==> config.mk <==
export PLATFORM = sky130hd
export DESIGN_NAME = score_tracker
export DESIGN_NICKNAME = d
export VERILOG_FILES = /design/src/rtl/score_tracker.sv
export SDC_FILE = /design/constraint.sdc
export NUM_CORES = 1
export LEC_CHECK = 0
export ABC_AREA = 1
export ABC_CLOCK_PERIOD_IN_PS = 1800
export CAP_MARGIN = 15
export CORE_ASPECT_RATIO = 1.25
export CORE_MARGIN = 2
export CORE_UTILIZATION = 50
export CTS_BUF_LIST = sky130_fd_sc_hd__clkbuf_2
export CTS_CLUSTER_SIZE = 10
export DETAILED_ROUTE_END_ITERATION = 7
export PLACE_DENSITY_LB_ADDON = 0.08
export SLEW_MARGIN = 5
export SYNTH_ARGS = -nofsm -noshare
export SYNTH_HDL_FRONTEND = slang
export SYNTH_SLANG_ARGS = --single-unit
export TNS_END_PERCENT = 10
==> constraint.sdc <==
create_clock -name CLK -period 1.8 [get_ports CLK]
set_input_delay 0.36 -clock CLK [delete_from_list [all_inputs] [get_ports CLK]]
set_output_delay 0.36 -clock CLK [all_outputs]
set_load 0.05 [all_outputs]
==> src/rtl/score_tracker.sv <==
// rtl/score_tracker.sv - round score, lives and countdown timer tracker
//
// Purpose: keeps the score, remaining lives and remaining seconds for one game
// round, driven by the game master state and edge events from the game engine.
//
// Ports:
//   CLK            in   system clock, all state changes on the rising edge
//   RESET          in   synchronous active-high reset
//   MASTER_STATE   in   2  00 idle, 01 play, 10 win, 11 lost
//   TARGET_REACHED in   rising edge = one target hit
//   COLLISION      in   rising edge = one collision
//   BTNU           in   rising edge = one restart request
//   CURRENT_SCORE  out  4  score 0..10
//   GAME_OVER      out  loss flag
//   LIVES          out  2  remaining lives
//   TIME_LEFT      out  6  remaining seconds
//   SCORE_EVENT    out  one-cycle pulse per score increment

module score_tracker #(
  parameter int TICKS_PER_SEC = 100000000,
  parameter int TIME_LIMIT    = 60,
  parameter int START_LIVES   = 3
) (
  input  logic       CLK,
  input  logic       RESET,
  input  logic [1:0] MASTER_STATE,
  input  logic       TARGET_REACHED,
  input  logic       COLLISION,
  input  logic       BTNU,
  output logic [3:0] CURRENT_SCORE,
  output logic       GAME_OVER,
  output logic [1:0] LIVES,
  output logic [5:0] TIME_LEFT,
  output logic       SCORE_EVENT
);

  localparam int PW = (TICKS_PER_SEC > 1) ? $clog2(TICKS_PER_SEC) : 1;
  localparam logic [PW-1:0] PRESC_LAST = PW'(TICKS_PER_SEC - 1);
  localparam logic [1:0]    LIVES_INIT = 2'(START_LIVES);
  localparam logic [5:0]    TIME_INIT  = 6'(TIME_LIMIT);
  localparam logic [3:0]    SCORE_MAX  = 4'd10;

  typedef enum logic [1:0] {
    M_IDLE = 2'b00,
    M_PLAY = 2'b01,
    M_WIN  = 2'b10,
    M_LOST = 2'b11
  } master_t;

  master_t       master;
  logic          target_d, collision_d, btnu_d;
  logic          hit, crash, restart, tick, winning_hit;
  logic [PW-1:0] presc, presc_n;
  logic [3:0]    score_n;
  logic          game_over_n;
  logic [1:0]    lives_n;
  logic [5:0]    time_n;
  logic          event_n;

  assign master  = master_t'(MASTER_STATE);

  // Reset clears the delay registers, so a level already high when reset
  // releases is seen as a fresh edge on the first sample.
  assign hit     = TARGET_REACHED & ~target_d;
  assign crash   = COLLISION & ~collision_d;
  assign restart = BTNU & ~btnu_d;
  assign tick    = (presc == PRESC_LAST);

  // The hit that reaches the maximum score wins the round outright; any
  // collision or timeout landing in the same cycle is dropped.
  assign winning_hit = hit && (CURRENT_SCORE == SCORE_MAX - 4'd1);

  always_comb begin
    score_n     = CURRENT_SCORE;
    game_over_n = GAME_OVER;
    lives_n     = LIVES;
    time_n      = TIME_LEFT;
    event_n     = 1'b0;
    presc_n     = presc;
    case (master)
      M_IDLE: begin
        score_n     = 4'd0;
        game_over_n = 1'b0;
        lives_n     = LIVES_INIT;
        time_n      = TIME_INIT;
        presc_n     = '0;
      end
      M_PLAY: begin
        // After a loss everything, prescaler included, stays frozen.
        if (!GAME_OVER) begin
          presc_n = tick ? '0 : presc + PW'(1);
          if (hit && (CURRENT_SCORE < SCORE_MAX)) begin
            score_n = CURRENT_SCORE + 4'd1;
            event_n = 1'b1;
          end
          if (!winning_hit) begin
            if (crash) begin
              lives_n = LIVES - 2'd1;
              if (LIVES == 2'd1) game_over_n = 1'b1;
            end
            if (tick) begin
              time_n = TIME_LEFT - 6'd1;
              if (TIME_LEFT == 6'd1) game_over_n = 1'b1;
            end
          end
        end
      end
      M_WIN: begin
        if (restart) begin
          score_n = 4'd0;
          lives_n = LIVES_INIT;
          time_n  = TIME_INIT;
          presc_n = '0;
        end
      end
      M_LOST: begin
        if (restart) begin
          score_n     = 4'd0;
          lives_n     = LIVES_INIT;
          time_n      = TIME_INIT;
          presc_n     = '0;
          game_over_n = 1'b0;
        end
      end
      default: ;
    endcase
  end

  always_ff @(posedge CLK) begin
    if (RESET) begin
      CURRENT_SCORE <= 4'd0;
      GAME_OVER     <= 1'b0;
      LIVES         <= LIVES_INIT;
      TIME_LEFT     <= TIME_INIT;
      SCORE_EVENT   <= 1'b0;
      presc         <= '0;
      target_d      <= 1'b0;
      collision_d   <= 1'b0;
      btnu_d        <= 1'b0;
    end else begin
      CURRENT_SCORE <= score_n;
      GAME_OVER     <= game_over_n;
      LIVES         <= lives_n;
      TIME_LEFT     <= time_n;
      SCORE_EVENT   <= event_n;
      presc         <= presc_n;
      target_d      <= TARGET_REACHED;
      collision_d   <= COLLISION;
      btnu_d        <= BTNU;
    end
  end

endmodule

---- Word-level counts from Yosys, hierarchy flattened ----
Index checks and enable logic that the tools add are counted.
operators by class
  add/subtract/negate cells ............... 4
  divide/modulo/power cells ............... 0
  reduce and logical (&&, ||, !) cells .... 11
  bitwise logic cells ..................... 7
  $lt $le $gt $ge ......................... 1
  shift operators ......................... 0
  multiply operators ...................... 0
  mux-type cells .......................... 27
  equal/unequal tests ..................... 14
operators by type and width
  kind                                                                    number
  27-bit two-way mux                                                      3
  27-bit one-hot mux with 3 select lines                                  1
  27-bit by 1-bit adder with 27-bit output (second input constant)        1
  27-bit equality test (second input constant)                            1
  6-bit two-way mux                                                       4
  6-bit one-hot mux with 3 select lines                                   1
  4-bit two-way mux                                                       3
  2-bit != test (second input constant)                                   6
  4-bit one-hot mux with 3 select lines                                   1
  1-bit two-way mux                                                       8
  2-bit two-way mux                                                       4
  4-bit AND reduction                                                     2
  6-bit by 1-bit equality test with 1-bit output (second input constant)  1
  2-bit one-hot mux with 3 select lines                                   1
  6-bit by 1-bit subtractor with 6-bit output (second input constant)     1
  4-bit by 1-bit adder with 4-bit output (second input constant)          1
  2-bit by 1-bit equality test with 1-bit output (second input constant)  2
  2-bit equality test (second input constant)                             2
  4-bit equality test (second input constant)                             1
  4-bit less-than comparator (second input constant)                      1
  1-bit NOT                                                               4
  2-bit AND reduction                                                     2
  1-bit bitwise AND                                                       3
  1-bit one-hot mux with 3 select lines                                   1
  other kinds (8)                                                         9
storage, ports and cells
  memory bits (writable) .................. 0
  memories ................................ 0
  register bits after elaboration ......... 44
  bits in latches ......................... 0
  memory bits (read-only) ................. 0
  word-level logic and storage cells ...... 73

---- Longest topological paths before layout ----
Gate-level depths: netlist (run 1).
  word-level depth ........................ 8
  depth in mapped cells ................... 11
  gate-level depth less buffers ........... 11

---- Worst setup path before layout (run 1) ----
Ideal clock, no wire load.
  path type ............................... register -> register
  from .................................... reg CURRENT_SCORE[0]
  to ...................................... reg LIVES[1]
  slack ................................... 9 ps
  arrival ................................. 1661 ps
  data required time ...................... 1670 ps
  cell stages (with the launch flop) ...... 9
  cell sequence ........................... dfxtp_1 -> ha_1 -> nand3_1 -> nor3_1 -> nand2_1 -> nand2_1 -> nor2_1 -> o21ai_0 -> o211ai_1
on the way
  word-level cells in the longest chain between the ends .. 4
ends and longest elaborated chain
  item                                  RTL line  RTL
  start: declaration                    30        output logic [3:0] CURRENT_SCORE,
  start signal: assignment              141       CURRENT_SCORE <= score_n;
  4-bit equality test                   71        assign winning_hit = hit && (CURRENT_SCORE == SCORE_MAX - 4'd1);
  1-bit logical AND                     71
  2-bit != test (no source line)        --
  4-bit AND reduction (no source line)  --
  end signal: assignment                143       LIVES <= lives_n;
  end: declaration                      32        output logic [1:0] LIVES,
No other way between the ends.
A chain may end at the register's enable or synchronous reset.

---- Final worst setup path (run 1) ----
  from .................................... reg presc[0]
  to ...................................... reg presc[1]
on the way
  word-level cells in the longest chain between the ends .. 4
ends and longest elaborated chain
  item                                                                              RTL line  RTL
  start: declaration                                                                53        logic [PW-1:0] presc, presc_n;
  start signal: assignment                                                          146       presc <= presc_n;
  27-bit by 1-bit adder with 27-bit output or 27-bit equality test (tied branches)  91, 67
  27-bit two-way mux (*)                                                            91        presc_n = tick ? '0 : presc + PW'(1);
  27-bit two-way mux (*)                                                            90        if (!GAME_OVER) begin
  27-bit one-hot mux with 3 select lines (*)                                        80        case (master)
Mark *: on every way between the ends. The rest lies on a longest branch, timed or not. The select of a mux whose other input is x is not followed.

==> flow_metrics.py, run 1 <==
metrics = {
    "run_status": {
        "status": "finished clean",
    },
    "logic_synthesis": {
        "syn_nets": 382,
        "synth_xor_area_share_pct": 3.49,
        "synth_cells": 369,
        "synthMuxAreaShare_pct": 0,
        "synth_edf_count": 0,
        "synth_warnings": 0,
        "ys_seq_area_share_pct": 35.1,
        "synth_fa_ha_area_share_pct": 2.99,
        "avgSynthCellArea_um2": 6.81,
        "synth_top_family_by_area": "simple AND/OR/NAND/NOR gates",
        "synth_area_um2": 2510,
        "synth_compound_area_share_pct": 5.73,
        "ys_types": 35,
        "async_reset_ff_share_pct": 0,
        "ys_ff_latch": 44,
        "dominantRegCellSynth": "dfxtp_1",
        "synth_simple_gate_area_share_pct": 40.9,
    },
    "timing": {
        "finalClockSkew_ns": 0.0117,
        "max_slew.worst_pin.slew_ns": 0.422,
        "fmax_mhz": 605,
        "post-route-period-util_pct": 91.8,
        "drv_slew": 0,
        "setup_viol": 0,
        "fin_crit_ns": 1.65,
        "slew_headroom_pct": 71.6,
        "hold_viol_final": 0,
        "rsz0062_at_grt": "no",
    },
    "detailed_routing": {
        "viasPerCell": 4.92,
        "wl_per_cell_um": 11.0,
        "drcViolationCount": 0,
        "num_vias": 2356,
        "drt-initial-drc-count": 107,
        "first_pass_iters": 4,
        "wirelength_mm": 5.26,
        "antenna_left": 0,
    },
    "worst_setup_path": {
        "cpPeakStageDelay_ns": 0.39,
        "arrival_ns": 1.98,
        "timing.critical_path.mode_cell": "nand2_2",
        "cp_cell_sequence": "ha_1, nand3_2, inv_1, nand2_2, nor2_2, nand2_2, nand2_4, nand2_1, nand2_2, buf_12, nor3_1",
        "crit_type": "flip-flop to flip-flop",
        "reg2reg_to": "presc[1]",
        "cp_num_cells": 11,
        "start_kind": "flip-flop",
        "ff2ff_path_depth": 11,
        "cp_max_fo": 16,
        "cp_slowest_cell": "dfxtp_2",
        "worst-r2r-setup-slack_ns": 0.15,
        "critPathLaunch": "presc[0]",
        "endpoint_kind": "flip-flop",
        "cp_num_buf_inv": 2,
        "critical-path-top-delay-family": "simple AND/OR/NAND/NOR gates",
        "crit_end": "presc[1]",
        "rr_startpoint": "presc[0]",
        "cp.required_ns": 2.13,
    },
    "cells_and_area": {
        "finalNetCount": 431,
        "drive_gt1_share_pct": 18.1,
        "n_antenna_cell": 0,
        "fin_area_um2": 2980,
        "post-route-util_pct": 62.0,
        "syn_to_final_growth_pct": 18.5,
        "fill_cells": 443,
        "seq_area_um2": 883,
        "multiInputGateArea_um2": 1360,
    },
    "clocking": {
        "clockBufferDepth": 2,
        "ctsHoldBuffers": 0,
        "clkLatencyLatePin_ns": 0.41,
        "cts_sinks": 44,
        "cts_made_buffers": 5,
        "clk_pin_slew_ns": 0.22,
        "cts_tree": "yes",
        "root_buffer": "clkbuf_2",
        "htree_num_levels": 2,
    },
    "grt": {
        "grt_max_degree": 18,
        "grt_busiest_layer": "met2",
        "grt_overflow": 0,
        "met1_usage_pct": 27.2,
        "grt.total_usage_pct": 21.4,
        "antenna_found_initial": 0,
        "grt_util_met2_pct": 35.3,
        "grtUsageMet3_pct": 4.34,
        "grt_pass1_wl_mm": 9.56,
        "first_global_vias": 2254,
    },
    "power": {
        "leakagePower_nw": 1.35,
        "power.total_mw": 1.76,
        "ir_worst_vdd_uv": 379,
        "p_per_area_nw_per_um2": 591,
    },
    "min_path": {
        "min_path_type": "primary input to flip-flop",
    },
    "place": {
        "routabilityCongestion": 0.876,
        "port_buffers": 20,
        "placed_cell_area_um2": 2910,
        "hpwlAfterDp_mm": 4.10,
    },
    "run": {
        "drv_cap": 0,
    },
    "floorplan": {
        "ioPinCount": 21,
        "coreArea_um2": 4800,
        "start_util_pct": 52.3,
        "die_h_um": 83.3,
        "dieArea_um2": 5610,
        "die_w_um": 67.4,
        "rows": 28,
    },
}
## power breakdown
group	switching (mW)	internal [mW]
clock network	0.314	0.104
logic	0.199	0.119
registers	0.0203	1.00
total	0.533	1.23
## tightest hold or removal path, stage by stage
cell and delay, ns:
clkdlybuf4s50_1 0.42, inv_1 0.06, nor2_1 0.03
## placed cells by master, fill, tap and decap left out, types with 4 or more instances in the layout
cell type         n
nor2_1           56
nand4_1          18
nand3_1          21
nand2_1          84
nor3_1           11
dfxtp_1          42
clkdlybuf4s50_1   6
nor3_2            7
clkbuf_2          7
a21oi_1           9
ha_1              6
inv_1            58
buf_4            41
xor2_1            7
o21ai_0           9
nand2_2           4
## synthesized netlist by cell type (all sizes together) (2+ instances only)
| master | n | area, um^2 |
|---|---|---|
| or2 | 3 | 18.8 |
| o211ai | 3 | 22.5 |
| nor4 | 2 | 12.5 |
| a21oi | 11 | 70.1 |
| buf | 5 | 58.8 |
| nor2 | 60 | 243 |
| nand3 | 23 | 120 |
| inv | 59 | 226 |
| nand2 | 91 | 372 |
| o21ai | 9 | 45.0 |
| nor3 | 19 | 135 |
| nand4 | 18 | 113 |
| dfxtp | 44 | 881 |
| ha | 6 | 75.1 |
| xor2 | 7 | 61.3 |
| clkinv | 2 | 7.51 |
| xnor2 | 3 | 26.3 |
## state kept, by name (all words and copies together) (netlist names)
register / count
btnu_d: 1
collision_d: 1
GAME_OVER: 1
LIVES: 2
target_d: 1
presc: 27
SCORE_EVENT: 1
CURRENT_SCORE: 4
TIME_LEFT: 6
## layout make-up
class                           count  area share (%)
Sequential cell                    44            29.7
Clock buffer                        7            1.18
Clock inverter                      1           0.126
Timing Repair Buffer               48            13.0
Multi-Input combinational cell    258            45.6
Tap cell                           60            2.52
Inverter                           61            7.86
## stage by stage
step / cells / hold slack (ns) / setup slack [ns] / TNS (ns)
2_1_floorplan: 369 / 0.467 / 0.00909 / 0
3_3_place_gp: 470 / 0.471 / -0.0686 / -0.528
3_5_place_dp: 470 / 0.481 / -0.117 / -1.37
4_1_cts: 478 / 0.452 / 0.0923 / 0
5_1_grt: 479 / 0.466 / 0.00270 / 0
6_report: 479 / 0.480 / 0.148 / 0
## how the worst min path moves through the flow
stage / start / endpoint / slack [ns] / cells after the start
3_3_place_gp: CURRENT_SCORE[3] / CURRENT_SCORE[3] / 0.47 / 2
4_1_cts: BTNU / btnu_d / 0.45 / 3
5_1_grt: BTNU / btnu_d / 0.47 / 3
3_5_place_dp: CURRENT_SCORE[3] / CURRENT_SCORE[3] / 0.48 / 2
2_1_floorplan: BTNU / btnu_d / 0.47 / 2
6_report: BTNU / btnu_d / 0.48 / 3
## routing by layer
metal  wire length (um)  part of all wire [%]
met3                186                   3.5
met4                 89                   1.7
met2               2570                    49
met5                  0                     0
met1               2420                    46
## cell families after synthesis
| logic type | after synthesis |
|---|---|
| DFF | 44 |
| xor gates and xnor gates | 10 |
| AOI/OAI and AO/OA | 24 |
| buffers and inverters | 67 |
| adders and majority gates | 6 |
| and+or+nand+nor | 218 |
## timing repair
action | in CTS | in global routing
setup endpoints to repair | 0 | 30
buffers inserted | 0 | 1
gates resized for setup | 0 | 7
No activity file was read; power rests on OpenSTA's default activity.
==> run 2, diff against run 1 <==
- CELL_PAD_IN_SITES_DETAIL_PLACEMENT: not set -> 1
- CELL_PAD_IN_SITES_GLOBAL_PLACEMENT: not set -> 1
- CORE_UTILIZATION: 50 -> 43
==> flow_metrics.py, run 2 (same netlist as run 1, synthesis figures left out) <==
metrics = {
    "cells_and_area": {
        "final_cells": 484,
        "top_regs": "presc x27, TIME_LEFT x6, CURRENT_SCORE x4",
        "n_antenna_cell": 0,
        "regMostFlops": "presc",
        "drive_gt1_share_pct": 18.2,
        "fill_cells": 778,
        "finalNetCount": 430,
        "mostFrequentLayoutCells": "84 x nand2_1, 57 x inv_1, 56 x nor2_1",
        "fin_area_um2": 3000,
        "layout_commonest_cell": "nand2_1",
        "largest_register_ffs": 27,
        "post-route-util_pct": 52.6,
        "syn_to_final_growth_pct": 19.4,
    },
    "clocking": {
        "cts_resized": 0,
        "root_buffer": "clkbuf_2",
        "cts_made_buffers": 5,
        "clkLatencyLatePin_ns": 0.42,
        "htree_num_levels": 2,
        "cts_sinks": 44,
        "ctsHoldBuffers": 0,
        "cts_tree": "yes",
        "clockBufferDepth": 2,
        "cts_setup_buffers": 0,
        "clk_pin_slew_ns": 0.22,
    },
    "floorplan": {
        "dieArea_um2": 6470,
        "rows": 31,
        "start_util_pct": 44.1,
        "die_w_um": 72.4,
        "coreArea_um2": 5700,
        "ioPinCount": 21,
        "die_h_um": 89.5,
    },
    "power": {
        "power.total_mw": 1.79,
        "leakagePower_nw": 1.34,
        "p_per_area_nw_per_um2": 596,
        "ir_worst_vdd_uv": 408,
    },
    "worst_setup_path": {
        "crit_type": "flip-flop to flip-flop",
        "worst-r2r-setup-slack_ns": 0.12,
        "endpoint_kind": "flip-flop",
        "critical-path-top-delay-family": "simple AND/OR/NAND/NOR gates",
        "timing.critical_path.mode_cell": "nand2_1",
        "cp_num_buf_inv": 1,
        "cp_max_fo": 11,
        "cpPeakStageDelay_ns": 0.45,
        "cp_slowest_cell": "dfxtp_1",
        "arrival_ns": 2.02,
        "start_kind": "flip-flop",
        "cp_cell_sequence": "nand2_1, nor2_1, nand2_1, nor2_2, nand2_2, nand2_4, nand2_1, nand2_4, clkbuf_16, nor2_1",
        "cp.required_ns": 2.14,
    },
    "timing": {
        "setup_viol": 0,
        "drv_slew": 0,
        "max_slew.worst_pin.slew_ns": 0.417,
        "fin_crit_ns": 1.68,
        "timing.final.ws_setup_ns": 0.121,
        "finalClockSkew_ns": 0.0160,
        "slew_headroom_pct": 72.0,
        "whs_ns": 0.452,
        "fmax_mhz": 596,
        "hold_viol_final": 0,
        "post-route-period-util_pct": 93.3,
        "fin_setup_tns_ns": 0,
    },
    "place": {
        "dp_cells": 475,
        "place_ws_ns": -0.158,
        "hpwlAfterDp_mm": 5.04,
        "port_buffers": 20,
        "placed_cell_area_um2": 2920,
        "routabilityCongestion": 0.821,
    },
    "detailed_routing": {
        "num_vias": 2475,
        "first_pass_iters": 4,
        "drt-initial-drc-count": 117,
        "antenna_left": 0,
        "wl_per_cell_um": 13.7,
        "wirelength_mm": 6.63,
        "drcViolationCount": 0,
        "viasPerCell": 5.11,
    },
    "grt": {
        "antenna_found_initial": 0,
        "grt_pass1_wl_mm": 10.9,
        "first_global_vias": 2428,
        "grt_overflow": 0,
        "grt_max_degree": 23,
        "grt.total_usage_pct": 21.5,
    },
    "run_status": {
        "status": "finished clean",
    },
    "run": {
        "drv_cap": 0,
    },
    "min_path": {
        "min_path_type": "primary input to flip-flop",
    },
}
-- run 2: cell count changes in the layout (fill, tap and decap cells not counted) --
cell	delta
nor3_2	+1
clkbuf_16	+1
inv_1	-1
nand3_2	+1
nand2_4	+1
nor3_4	-1
buf_12	+1
buf_4	-3
nand3_4	-1
nand2_2	-1
inv_2	+1
-- run 2: tightest hold or removal path, stage by stage --
cell and delay, ns:
clkdlybuf4s50_1 0.41, inv_1 0.06, nor2_1 0.03
-- run 2: routing by layer --
metal	up-vias	GRT usage (%)	wire length, um
met5	-	0	0
met4	0	6.73	102
met3	10	3.95	141
met2	24	39.1	3500
met1	1179	25.6	2890
li1	1262	-	-
-- run 2: layout make-up --
| class | count | area, um^2 | area share (%) |
|---|---|---|---|
| multi-input cells | 258 | 1350 | 45.0 |
| flip-flops and latches | 44 | 883 | 29.5 |
| repair buffers | 47 | 410 | 13.7 |
| inverters | 61 | 234 | 7.80 |
| well taps | 66 | 82.6 | 2.75 |
| clock buffers | 7 | 35.0 | 1.17 |
| clock inverters | 1 | 3.75 | 0.125 |
-- run 2: path summary, 6_finish.rpt --
kind         depth (start not counted)           end          from
max                                 10     presc[23]     presc[20]
min reg2reg                          2  TIME_LEFT[2]  TIME_LEFT[2]
max reg2reg                         10     presc[23]     presc[20]
min                                  3        btnu_d          BTNU
-- run 2: power breakdown --
group | leakage, nW | switching (mW) | total, mW | internal [mW]
clock | 0.0306 | 0.326 | 0.430 | 0.104
sequential | 0.358 | 0.0215 | 1.02 | 1.00
combinational | 0.950 | 0.208 | 0.332 | 0.124
